**src/rtl/uart_byte_receiver.sv**
```systemverilog
// 16x-oversampling UART receiver (8N1, LSB first) with a one-entry valid/ready output register.
// Define UART_RX_PARITY_EN to add an even-parity bit after the data bits (8E1).
module uart_byte_receiver #(
    parameter int CLK_HZ = 50000000,
    parameter int BAUD   = 115200
) (
    input  logic       Clk,
    input  logic       Reset,
    input  logic       RxWire,
    output logic [7:0] RxData,
    output logic       RxValid,
    input  logic       RxReady,
    output logic       FrameError,
    output logic       ParityError,
    output logic       Overrun,
    output logic       Busy
);

    localparam int OVERSAMPLE   = 16;
    localparam int TICK_DIV_RAW = (CLK_HZ + (BAUD * OVERSAMPLE) / 2) / (BAUD * OVERSAMPLE);
    localparam int TICK_DIV     = (TICK_DIV_RAW < 1) ? 1 : TICK_DIV_RAW;
    localparam int TICK_W       = (TICK_DIV > 1) ? $clog2(TICK_DIV) : 1;

    typedef enum logic [2:0] {
        S_IDLE   = 3'd0,
        S_START  = 3'd1,
        S_DATA   = 3'd2,
        S_PARITY = 3'd3,
        S_STOP   = 3'd4
    } state_t;

    state_t            state, state_next;
    logic              rx_meta, rx_s;
    logic              armed, armed_next;
    logic [TICK_W-1:0] div_cnt;
    logic              tick;
    logic [3:0]        os_cnt, os_next;
    logic [2:0]        bit_cnt, bit_next;
    logic [7:0]        shift_reg, shift_next;
    logic              par_bad, par_bad_next;
    logic              commit, frame_err, parity_err;

    // Presetting to 1 makes reset look like an idle line, so no phantom start bit.
    always_ff @(posedge Clk or posedge Reset) begin
        if (Reset) begin
            rx_meta <= 1'b1;
            rx_s    <= 1'b1;
        end else begin
            rx_meta <= RxWire;
            rx_s    <= rx_meta;
        end
    end

    assign tick = (state != S_IDLE) && (div_cnt == TICK_W'(TICK_DIV - 1));

    always_ff @(posedge Clk or posedge Reset) begin
        if (Reset) begin
            div_cnt <= '0;
        end else if (state == S_IDLE || tick) begin
            div_cnt <= '0;
        end else begin
            div_cnt <= div_cnt + 1'b1;
        end
    end

    always_ff @(posedge Clk or posedge Reset) begin
        if (Reset) begin
            state     <= S_IDLE;
            armed     <= 1'b1;
            os_cnt    <= '0;
            bit_cnt   <= '0;
            shift_reg <= '0;
            par_bad   <= 1'b0;
        end else begin
            state     <= state_next;
            armed     <= armed_next;
            os_cnt    <= os_next;
            bit_cnt   <= bit_next;
            shift_reg <= shift_next;
            par_bad   <= par_bad_next;
        end
    end

    always_comb begin
        state_next   = state;
        os_next      = os_cnt;
        bit_next     = bit_cnt;
        shift_next   = shift_reg;
        par_bad_next = par_bad;
        commit       = 1'b0;
        frame_err    = 1'b0;
        parity_err   = 1'b0;
        case (state)
            S_IDLE: begin
                if (armed && !rx_s) begin
                    state_next   = S_START;
                    os_next      = '0;
                    bit_next     = '0;
                    par_bad_next = 1'b0;
                end
            end
            S_START: begin
                if (tick) begin
                    if (os_cnt == 4'd7) begin
                        os_next    = '0;
                        state_next = rx_s ? S_IDLE : S_DATA;
                    end else begin
                        os_next = os_cnt + 4'd1;
                    end
                end
            end
            S_DATA: begin
                if (tick) begin
                    os_next = os_cnt + 4'd1;
                    if (os_cnt == 4'd15) begin
                        shift_next = {rx_s, shift_reg[7:1]};
                        bit_next   = bit_cnt + 3'd1;
                        if (bit_cnt == 3'd7) begin
`ifdef UART_RX_PARITY_EN
                            state_next = S_PARITY;
`else
                            state_next = S_STOP;
`endif
                        end
                    end
                end
            end
`ifdef UART_RX_PARITY_EN
            S_PARITY: begin
                if (tick) begin
                    os_next = os_cnt + 4'd1;
                    if (os_cnt == 4'd15) begin
                        // Even parity: the parity bit equals the XOR of the data bits.
                        if (rx_s != ^shift_reg) begin
                            parity_err   = 1'b1;
                            par_bad_next = 1'b1;
                        end
                        state_next = S_STOP;
                    end
                end
            end
`endif
            S_STOP: begin
                if (tick) begin
                    os_next = os_cnt + 4'd1;
                    if (os_cnt == 4'd15) begin
                        // Leave at mid stop bit so a start edge right after it is caught.
                        state_next = S_IDLE;
                        if (!rx_s) begin
                            frame_err = 1'b1;
                        end else if (!par_bad) begin
                            commit = 1'b1;
                        end
                    end
                end
            end
            default: state_next = S_IDLE;
        endcase
    end

    // After a framing error the line may be held low (break); re-arm only once it idles high.
    always_comb begin
        armed_next = armed;
        if (frame_err) begin
            armed_next = 1'b0;
        end else if (rx_s) begin
            armed_next = 1'b1;
        end
    end

    // Handshake: a byte transfers on any cycle with RxValid && RxReady; RxValid then drops
    // unless a new byte commits in that same cycle. A commit into a full, unaccepted
    // register is dropped and flagged with Overrun.
    always_ff @(posedge Clk or posedge Reset) begin
        if (Reset) begin
            RxData      <= 8'h00;
            RxValid     <= 1'b0;
            FrameError  <= 1'b0;
            ParityError <= 1'b0;
            Overrun     <= 1'b0;
        end else begin
            FrameError  <= frame_err;
            ParityError <= parity_err;
            Overrun     <= 1'b0;
            if (commit) begin
                if (!RxValid || RxReady) begin
                    RxData  <= shift_reg;
                    RxValid <= 1'b1;
                end else begin
                    Overrun <= 1'b1;
                end
            end else if (RxReady) begin
                RxValid <= 1'b0;
            end
        end
    end

    assign Busy = (state != S_IDLE);

endmodule

```
**config.mk**
```make
export PLATFORM = sky130hd
export DESIGN_NAME = uart_byte_receiver
export DESIGN_NICKNAME = d
export VERILOG_FILES = /design/src/rtl/uart_byte_receiver.sv
export SDC_FILE = /design/constraint.sdc
export NUM_CORES = 1
export LEC_CHECK = 0
export BUFFER_PORTS_ARGS = -buffer_cell sky130_fd_sc_hd__buf_2
export CORE_ASPECT_RATIO = 0.7
export CORE_MARGIN = 1.5
export CORE_UTILIZATION = 35
export CTS_CLUSTER_SIZE = 40
export DETAILED_ROUTE_END_ITERATION = 8
export PLACE_DENSITY = 0.52
export SYNTH_ARGS = -nofsm -noshare
export SYNTH_HDL_FRONTEND = slang
export SYNTH_SLANG_ARGS = --single-unit
```
**constraint.sdc**
```tcl
create_clock -name Clk -period 4.3 [get_ports Clk]
set_input_delay 0.86 -clock Clk [delete_from_list [all_inputs] [get_ports Clk]]
set_output_delay 0.86 -clock Clk [all_outputs]
set_load 0.03 [all_outputs]
```
# Yosys cells after proc, flatten, opt, wreduce, memory -nomap -nowiden
# Cells that the tools add are included.
[totals]
out_inout_bits = 13
reg_bits = 37
elab_cells = 86
input_bits = 4
[op_classes]
n_eq_ne = 17
add_sub_neg = 3
n_mux = 35
reduce_logical = 19
[op_table]
columns = ["op", "n"]
rows = [
  ["3-bit two-way mux", 11],
  ["4-bit two-way mux", 4],
  ["1-bit two-way mux", 15],
  ["2-bit != test, second input constant", 7],
  ["3-bit one-hot mux with 4 select lines", 1],
  ["4-bit one-hot mux with 3 select lines", 1],
  ["4-bit AND reduction", 2],
  ["8-bit AND reduction", 1],
  ["3-bit equality test, second input constant", 2],
  ["2-bit by 1-bit != test with 1-bit output, second input constant", 3],
  ["3-bit one-hot mux with 2 select lines", 1],
  ["2-bit nonzero test", 3],
  ["3-bit nonzero test", 2],
  ["5-bit by 1-bit adder with 5-bit output, second input constant", 1],
  ["5-bit equality test, second input constant", 1],
  ["5-bit two-way mux", 1],
  ["4-bit by 1-bit adder with 4-bit output, second input constant", 1],
  ["4-bit by 3-bit equality test with 1-bit output, second input constant", 1],
  ["4-bit equality test, second input constant", 1],
  ["2-bit AND reduction", 2],
  ["3-bit by 1-bit adder with 3-bit output, second input constant", 1],
  ["3-bit by 1-bit equality test with 1-bit output, second input constant", 1],
  ["3-bit by 2-bit equality test with 1-bit output, second input constant", 1],
  ["3-bit zero test", 1],
  ["6 further kinds", 9],
]

# Longest topological paths before layout
# Gate-level depths: netlist of the first run.
[logic_depth]
ltp_word = 6
mapped_depth = 6
mapped_depth_nobuf = 6

# Worst setup path after synthesis of the first run
# No wires, ideal clock.
[synth_timing]
path_type = "register -> output"
startpoint = "register state[1]"
endpoint = "output port Busy"
t_required_ns = 3.440
slack_ns = 2.395
n_path_buf = 1
stages_incl_launch_ff = 3
arrival_ns = 1.045
path_cell_list = "dfrtp_1 -> buf_2 -> or3_1"
[synth_via]
elab_chain_cells = 1
[synth_lines]
columns = ["element", "line", "source"]
rows = [
  ["from (decl)", "32", "state_t state, state_next;"],
  ["from (signal assigned)", "75", "state <= state_next;"],
  ["3-bit nonzero test", "198", "assign Busy = (state != S_IDLE);"],
  ["to (decl)", "16", "output logic Busy"],
]
# Every way passes these cells.

# Worst setup path in the final report of the first run
# Same ends and word-level chain as after synthesis.

==> summary.txt, run 1 <==
Finish
  – Reg area: 930 um^2
  – Fill cells: 452
  – Area delta synth->final: 15.1%
  – Share of cells above drive strength 1: 33.1%
  – Diodes inserted: 0
  – Final layout net count: 168
  – Non-Filler Instances: 229
  – Area occupied by multi-input gates: 746 um^2

Critical path
  – Critical path depth: 2
  – Max incr delay on CP: 0.52 ns
  – Arrival time worst endpoint: 1.43 ns
  – CP Cell Sequence: or3_1 -> buf_2
  – Reg2Reg Depth: 6
  – CP Capture Type: output port
  – CP required: 3.44 ns
  – CP max-delay cell: dfrtp_1
  – Crit path max fanout: 14
  – WS Path Type: reg2out
  – Critical path's top delay family: flip-flops
  – R2R setup slack: 2.36 ns
  – CP bufs+invs: 1
  – Type of origin of the critical path: register

Power and ir drop
  – P_sw: 0.215 mW
  – P_int: 0.635 mW
  – Worst vdd ir: 152 uV
  – LEAKAGE: 0.994 nW
  – Total Power: 0.850 mW
  – Sw Share: 25.3%
  – Combinational share of power: 13.3%
  – Sequential Power Share: 50.3%
  – Clock network power share: 36.3%
  – Pwr dens: 429 mW/mm^2

Clock network
  – CTS tree: yes
  – Clock Path Buffers: 2
  – Worst-Skew Late Latency: 0.29 ns
  – Cts hold-fix bufs: 0
  – H-tree depth: 2
  – Clock slew at reported path FFs: 0.07 ns
  – Clock tree sinks: 37
  – Clk root buf: clkbuf_8
  – Post-cts sizing count: 0
  – Num CTS Buffers: 5
  – Post-CTS setup buffer count: 0

GRT
  – Largest net degree at the start of global routing: 28
  – Number of global-route vias before repair: 1058
  – GRT Total Usage: 12.6%
  – Antenna violations before repair: 0
  – Overflow after GRT: 0
  – First-pass GRT wire length: 4900 um

Floorplanning
  – CORE AREA: 0.00476 mm^2
  – Top-level I/O count: 17
  – Placement Rows: 21
  – Initial core utilization: 36.2%
  – Die Wd: 86.9 um
  – Die ar.: 0.00536 mm^2
  – Die height: 61.7 um

Logic synthesis
  – Top area cells in the synthesized netlist: dfrtp_1, mux2_2, dfstp_2
  – Count leader, synth: dfrtp_1
  – Synth Flop Type: dfrtp_1
  – Post-synth top cells: dfrtp_1, mux2_2, nor2_1
  – Post-Syn Nets: 149
  – Synthesized area per cell: 12.3 um^2
  – Distinct cells, synth: 41
  – Register area share after synthesis: 54.0%
  – Synth Instances: 140
  – Yosys top cell by area: dfrtp_1
  – Post-synth EDFFs: 0
  – Synth top area share: 49.4%
  – Async SR Flop Fraction: 100%
  – Synthesis Warnings: 0
  – Synthesized cell area: 0.00172 mm^2
  – Flops & latches, synth: 37

Run
  – Max-cap violations: 0

Placement
  – Placed cell count: 221
  – GP Congestion: 0.762
  – Port bufs: 15
  – Post-DP HPWL: 2050 um

STA
  – Fin. Hold Viols: 0
  – Final TNS setup: 0 ns
  – RSZ-0062 raised after global routing: no
  – Period utilization: 53.1%
  – Worst-Margin Slew: 1.03 ns
  – Min Tclk post-route: 2.29 ns
  – Clock skew: 0.00275 ns
  – Slew HR: 31.0%
  – Final setup viols: 0
  – Final Slew Violations: 0
  – Upper clock frequency limit: 0.438 GHz

Min path
  – Worst min-delay path category: reg2reg
  – Hold path depth: 0

Routing
  – Routed Antenna Nets: 0
  – Total Wirelength: 2830 um
  – Iter 0 DRT Violations: 37
  – WL/cell: 12.4 um
  – TritonRoute pass-1 iters: 4
  – Vias/cell: 4.70
  – Via count: 1076
  – Drc violations: 0

Outcome
  – Outcome: finished, final reports clean
[layout by cell type (no fill, tap or decap), types with 2 or more instances in the layout]
cell | Yosys | routed
o22a_1 | 2 | 2
clkbuf_8 | 0 | 6
xnor2_1 | 2 | 2
a22o_1 | 3 | 3
buf_2 | 2 | 15
nand2_1 | 8 | 8
or3b_2 | 2 | 2
mux2_2 | 19 | 19
mux2i_1 | 2 | 2
o21ai_0 | 4 | 4
dfrtp_1 | 34 | 34
nor2b_1 | 2 | 2
and3b_1 | 2 | 2
dfstp_2 | 3 | 3
inv_1 | 6 | 6
nor2_1 | 12 | 12
xor2_1 | 2 | 2
ha_1 | 5 | 5
nand3_1 | 5 | 5
or3_1 | 2 | 2
[power by group through the flow]
stage	Clock (mW)	Sequential, mW	Combinational [mW]
finish	0.309	0.428	0.113
global route	0.336	0.435	0.130
CTS	0.318	0.428	0.116
detailed placement	0	0.434	0.116
global placement	0	0.434	0.110
floorplan	0	0.426	0.0978
[final cells by class]
| cell class | count | area share (%) |
|---|---|---|
| clock inverters | 1 | 1.51 |
| multi-input cells | 93 | 37.6 |
| flip-flops and latches | 37 | 46.9 |
| clock buffers | 7 | 4.35 |
| well taps | 69 | 4.35 |
| inverters | 6 | 1.14 |
| repair buffers | 16 | 4.16 |
[worst reg2reg max path: cells and delay by family, from the launching register on]
kind	cells	cell delay [ns]
mux	1	0.34
fa+ha+maj	1	0.18
simple gates	3	0.84
flops	1	0.41
buf+inv	1	0.07
[cells by family (layout without fill, tap and decap cells)]
| group | Yosys count | after routing | synth area share, % |
|---|---|---|---|
| other cells | 1 | 1 | 0.218 |
| flops | 37 | 37 | 54.0 |
| xor+xnor | 4 | 4 | 2.03 |
| buf+inv | 10 | 30 | 2.76 |
| simple gates | 46 | 46 | 17.1 |
| mux | 21 | 21 | 13.6 |
| fa+ha+maj | 5 | 5 | 3.63 |
| compound gates | 16 | 16 | 6.75 |
[metal layers]
metal / share of wire [%] / GRT usage (%) / up-vias
met3: 4.3 / 5.55 / 5
met1: 50 / 16.3 / 522
met4: 1.5 / 5.30 / 0
met2: 44 / 18.6 / 18
met5: 0 / 0 / -
li1: - / - / 531
[metrics by stage]
step | utilization, % | hold slack, ns | instance area [um^2] | worst slack, ns
2_1_floorplan | - | 0.345 | 1720 | 2.40
3_3_place_gp | 39.3 | 0.346 | 1870 | 2.30
3_5_place_dp | 39.3 | 0.347 | 1870 | 2.31
4_1_cts | 41.7 | 0.357 | 1980 | 2.00
5_1_grt | 41.7 | 0.367 | 1980 | 1.94
6_report | 41.7 | 0.358 | 1980 | 2.01
[path summary, 6_finish.rpt]
path / end / start
min: rx_s / rx_meta
max: Busy / state[1]
min reg2reg: rx_s / rx_meta
max reg2reg: RxData[1] / div_cnt[0]
max in group asynchronous: RxData[4] / Reset
min in group asynchronous: shift_reg[3] / Reset
(Power assumes the default switching activity.)
==> run 2: changes to the inputs <==
- PLACE_DENSITY: 0.52 -> 0.54
- clock period: 4.3 -> 1.9 ns (I/O delays scaled with it)
==> run 2 against run 1 <==
  * Register-to-register slack lost 2.3 ns
  * Design area increased by 4.9%
  * Critical path depth increased by 5
  * Total power rose by 140%
  * Final cell count is 4.4% higher
  * Via count is 5.4% higher
  * Critical endpoint is now bit_cnt[0]
  * Highest routed layer unchanged
==> summary.txt, run 2 (synthesis gave the netlist of run 1 again) <==
Clock network
  – Worst-Skew Late Latency: 0.29 ns (about the same)
  – H-tree depth: 2 (unchanged)
  – Clock Path Buffers: 2 (unchanged)
  – Cts hold-fix bufs: 0 (unchanged)
  – Num CTS Buffers: 5 (unchanged)
  – CTS tree: yes
  – Clock slew at reported path FFs: 0.08 ns (about the same)
  – Clock tree sinks: 37 (unchanged)
  – Clk root buf: clkbuf_8

STA
  – Period utilization: 95.3%
  – Final hold slack: 0.175 ns (-0.183 ns)
  – Fin. Hold Viols: 0 (unchanged)
  – Clock skew: 0.0114 ns (+0.00868 ns)
  – Min Tclk post-route: 1.81 ns
  – Final setup viols: 0 (unchanged)
  – Final Slew Violations: 0 (unchanged)
  – Upper clock frequency limit: 0.552 GHz

Critical path
  – CP Capture Type: register
  – WS Path Type: reg2reg
  – Crit path max fanout: 6 (-8)
  – R2R setup slack: 0.09 ns (-2.27 ns)
  – Type of origin of the critical path: register
  – Critical R2R Launch: div_cnt[0]
  – CP required: 2.07 ns (-1.37 ns)
  – Reg2Reg Depth: 7 (+1)
  – Worst reg2reg path endpoint: bit_cnt[0]
  – Arrival time worst endpoint: 1.98 ns (+0.55 ns)

Routing
  – Iter 0 DRT Violations: 63 (+70%)
  – Vias/cell: 4.74 (+0.98%)
  – WL/cell: 13.3 um (+7.5%)
  – Routed Antenna Nets: 0 (unchanged)
  – Drc violations: 0 (unchanged)
  – Via count: 1134 (+5.4%)
  – Total Wirelength: 3180 um (+12%)
  – TritonRoute pass-1 iters: 4 (unchanged)

Finish
  – Design area: 0.00208 mm^2 (+4.9%)
  – Area delta synth->final: 20.7%
  – Diodes inserted: 0 (unchanged)
  – Final Util: 43.7% (+2.0 points)
  – Non-Filler Instances: 239 (+4.4%)
  – Share of cells above drive strength 1: 37.6% (+4.5 points)
  – Most frequent cells in the layout: dfrtp_1, mux2_2, buf_2, nor2_1, buf_4
  – Commonest non-fill, non-tap cell in the layout: dfrtp_1
  – Final layout net count: 178 (+6.0%)
  – Fill cells: 443 (-2.0%)

Placement
  – Post-DP HPWL: 2250 um (+9.5%)
  – GP Congestion: 0.820 (+7.6%)
  – Port bufs: 15 (unchanged)
  – Post-Place Cell Area: 0.00191 mm^2 (+2.4%)
  – Placed cell count: 227 (+2.7%)

GRT
  – First-pass GRT wire length: 5200 um (+6.0%)
  – Antenna violations before repair: 0 (unchanged)
  – GRT Total Usage: 12.9% (+0.29 points)
  – Number of global-route vias before repair: 1077 (+1.8%)
  – Overflow after GRT: 0 (unchanged)
  – Largest net degree at the start of global routing: 38 (+36%)

Power and ir drop
  – Worst vdd ir: 389 uV (+160%)
  – Pwr dens: 975 mW/mm^2 (+130%)
  – Total Power: 2.03 mW (+140%)
  – LEAKAGE: 1.06 nW (+6.5%)

Min path
  – Worst min-delay path category: in2async

Outcome
  – Outcome: finished, final reports clean

Floorplanning
  – Top-level I/O count: 17 (unchanged)
  – CORE AREA: 0.00476 mm^2 (unchanged)
  – Initial core utilization: 36.2% (unchanged)
  – Die ar.: 0.00536 mm^2 (unchanged)
  – Placement Rows: 21 (unchanged)
  – Die height: 61.7 um (unchanged)
  – Die Wd: 86.9 um (unchanged)

Run
  – Max-cap violations: 0 (unchanged)
-- run 2: routing by layer --
metal,up-vias,GRT usage [%],share of wire [%]
met5,-,0,0
met4,0,4.84,0.60
met3,2,3.96,3.9
met2,19,19.3,45
met1,565,17.7,51
li1,548,-,-
-- run 2: power by group --
part	internal, mW	switching (mW)
combinational	0.140	0.127
sequential	0.877	0.0912
clock	0.521	0.271
total	1.54	0.489
-- run 2: critical path, cell delays in order, from the launching register on --
cell and delay [ns]:
dfrtp_1 0.41, inv_1 0.07, ha_1 0.18, nand4b_4 0.16, nor3_4 0.21, buf_6 0.15
mux2_2 0.33, a22o_1 0.19
-- run 2: area by class of cell --
class	count	area [um^2]	area share [%]
Clock buffer	5	68.8	3.31
Clock inverter	3	65.1	3.13
Inverter	6	22.5	1.08
Multi-Input combinational cell	93	746	35.9
Sequential cell	37	930	44.7
Tap cell	69	86.3	4.15
Timing Repair Buffer	26	161	7.76
-- run 2: repair_timing --
item                       4_1_cts  5_1_grt
setup endpoints to repair        0       18
buffers inserted                 0        4
gates resized for setup          0        1
-- run 2: worst max-delay path by stage --
stage | start | to | cells after the start
2_1_floorplan | div_cnt[0] | bit_cnt[0] | 6
3_3_place_gp | div_cnt[0] | RxData[2] | 6
3_5_place_dp | div_cnt[0] | RxData[6] | 6
4_1_cts | div_cnt[0] | RxData[6] | 6
5_1_grt | div_cnt[0] | bit_cnt[0] | 7
6_report | div_cnt[0] | bit_cnt[0] | 7
-- run 2: per-stage QoR --
step	setup WS, ns	TNS, ns
5_1_grt	-0.00143	-0.00143
3_5_place_dp	0.0153	0
6_report	0.0886	0
4_1_cts	0.00257	0
3_3_place_gp	0.118	0
2_1_floorplan	0.125	0
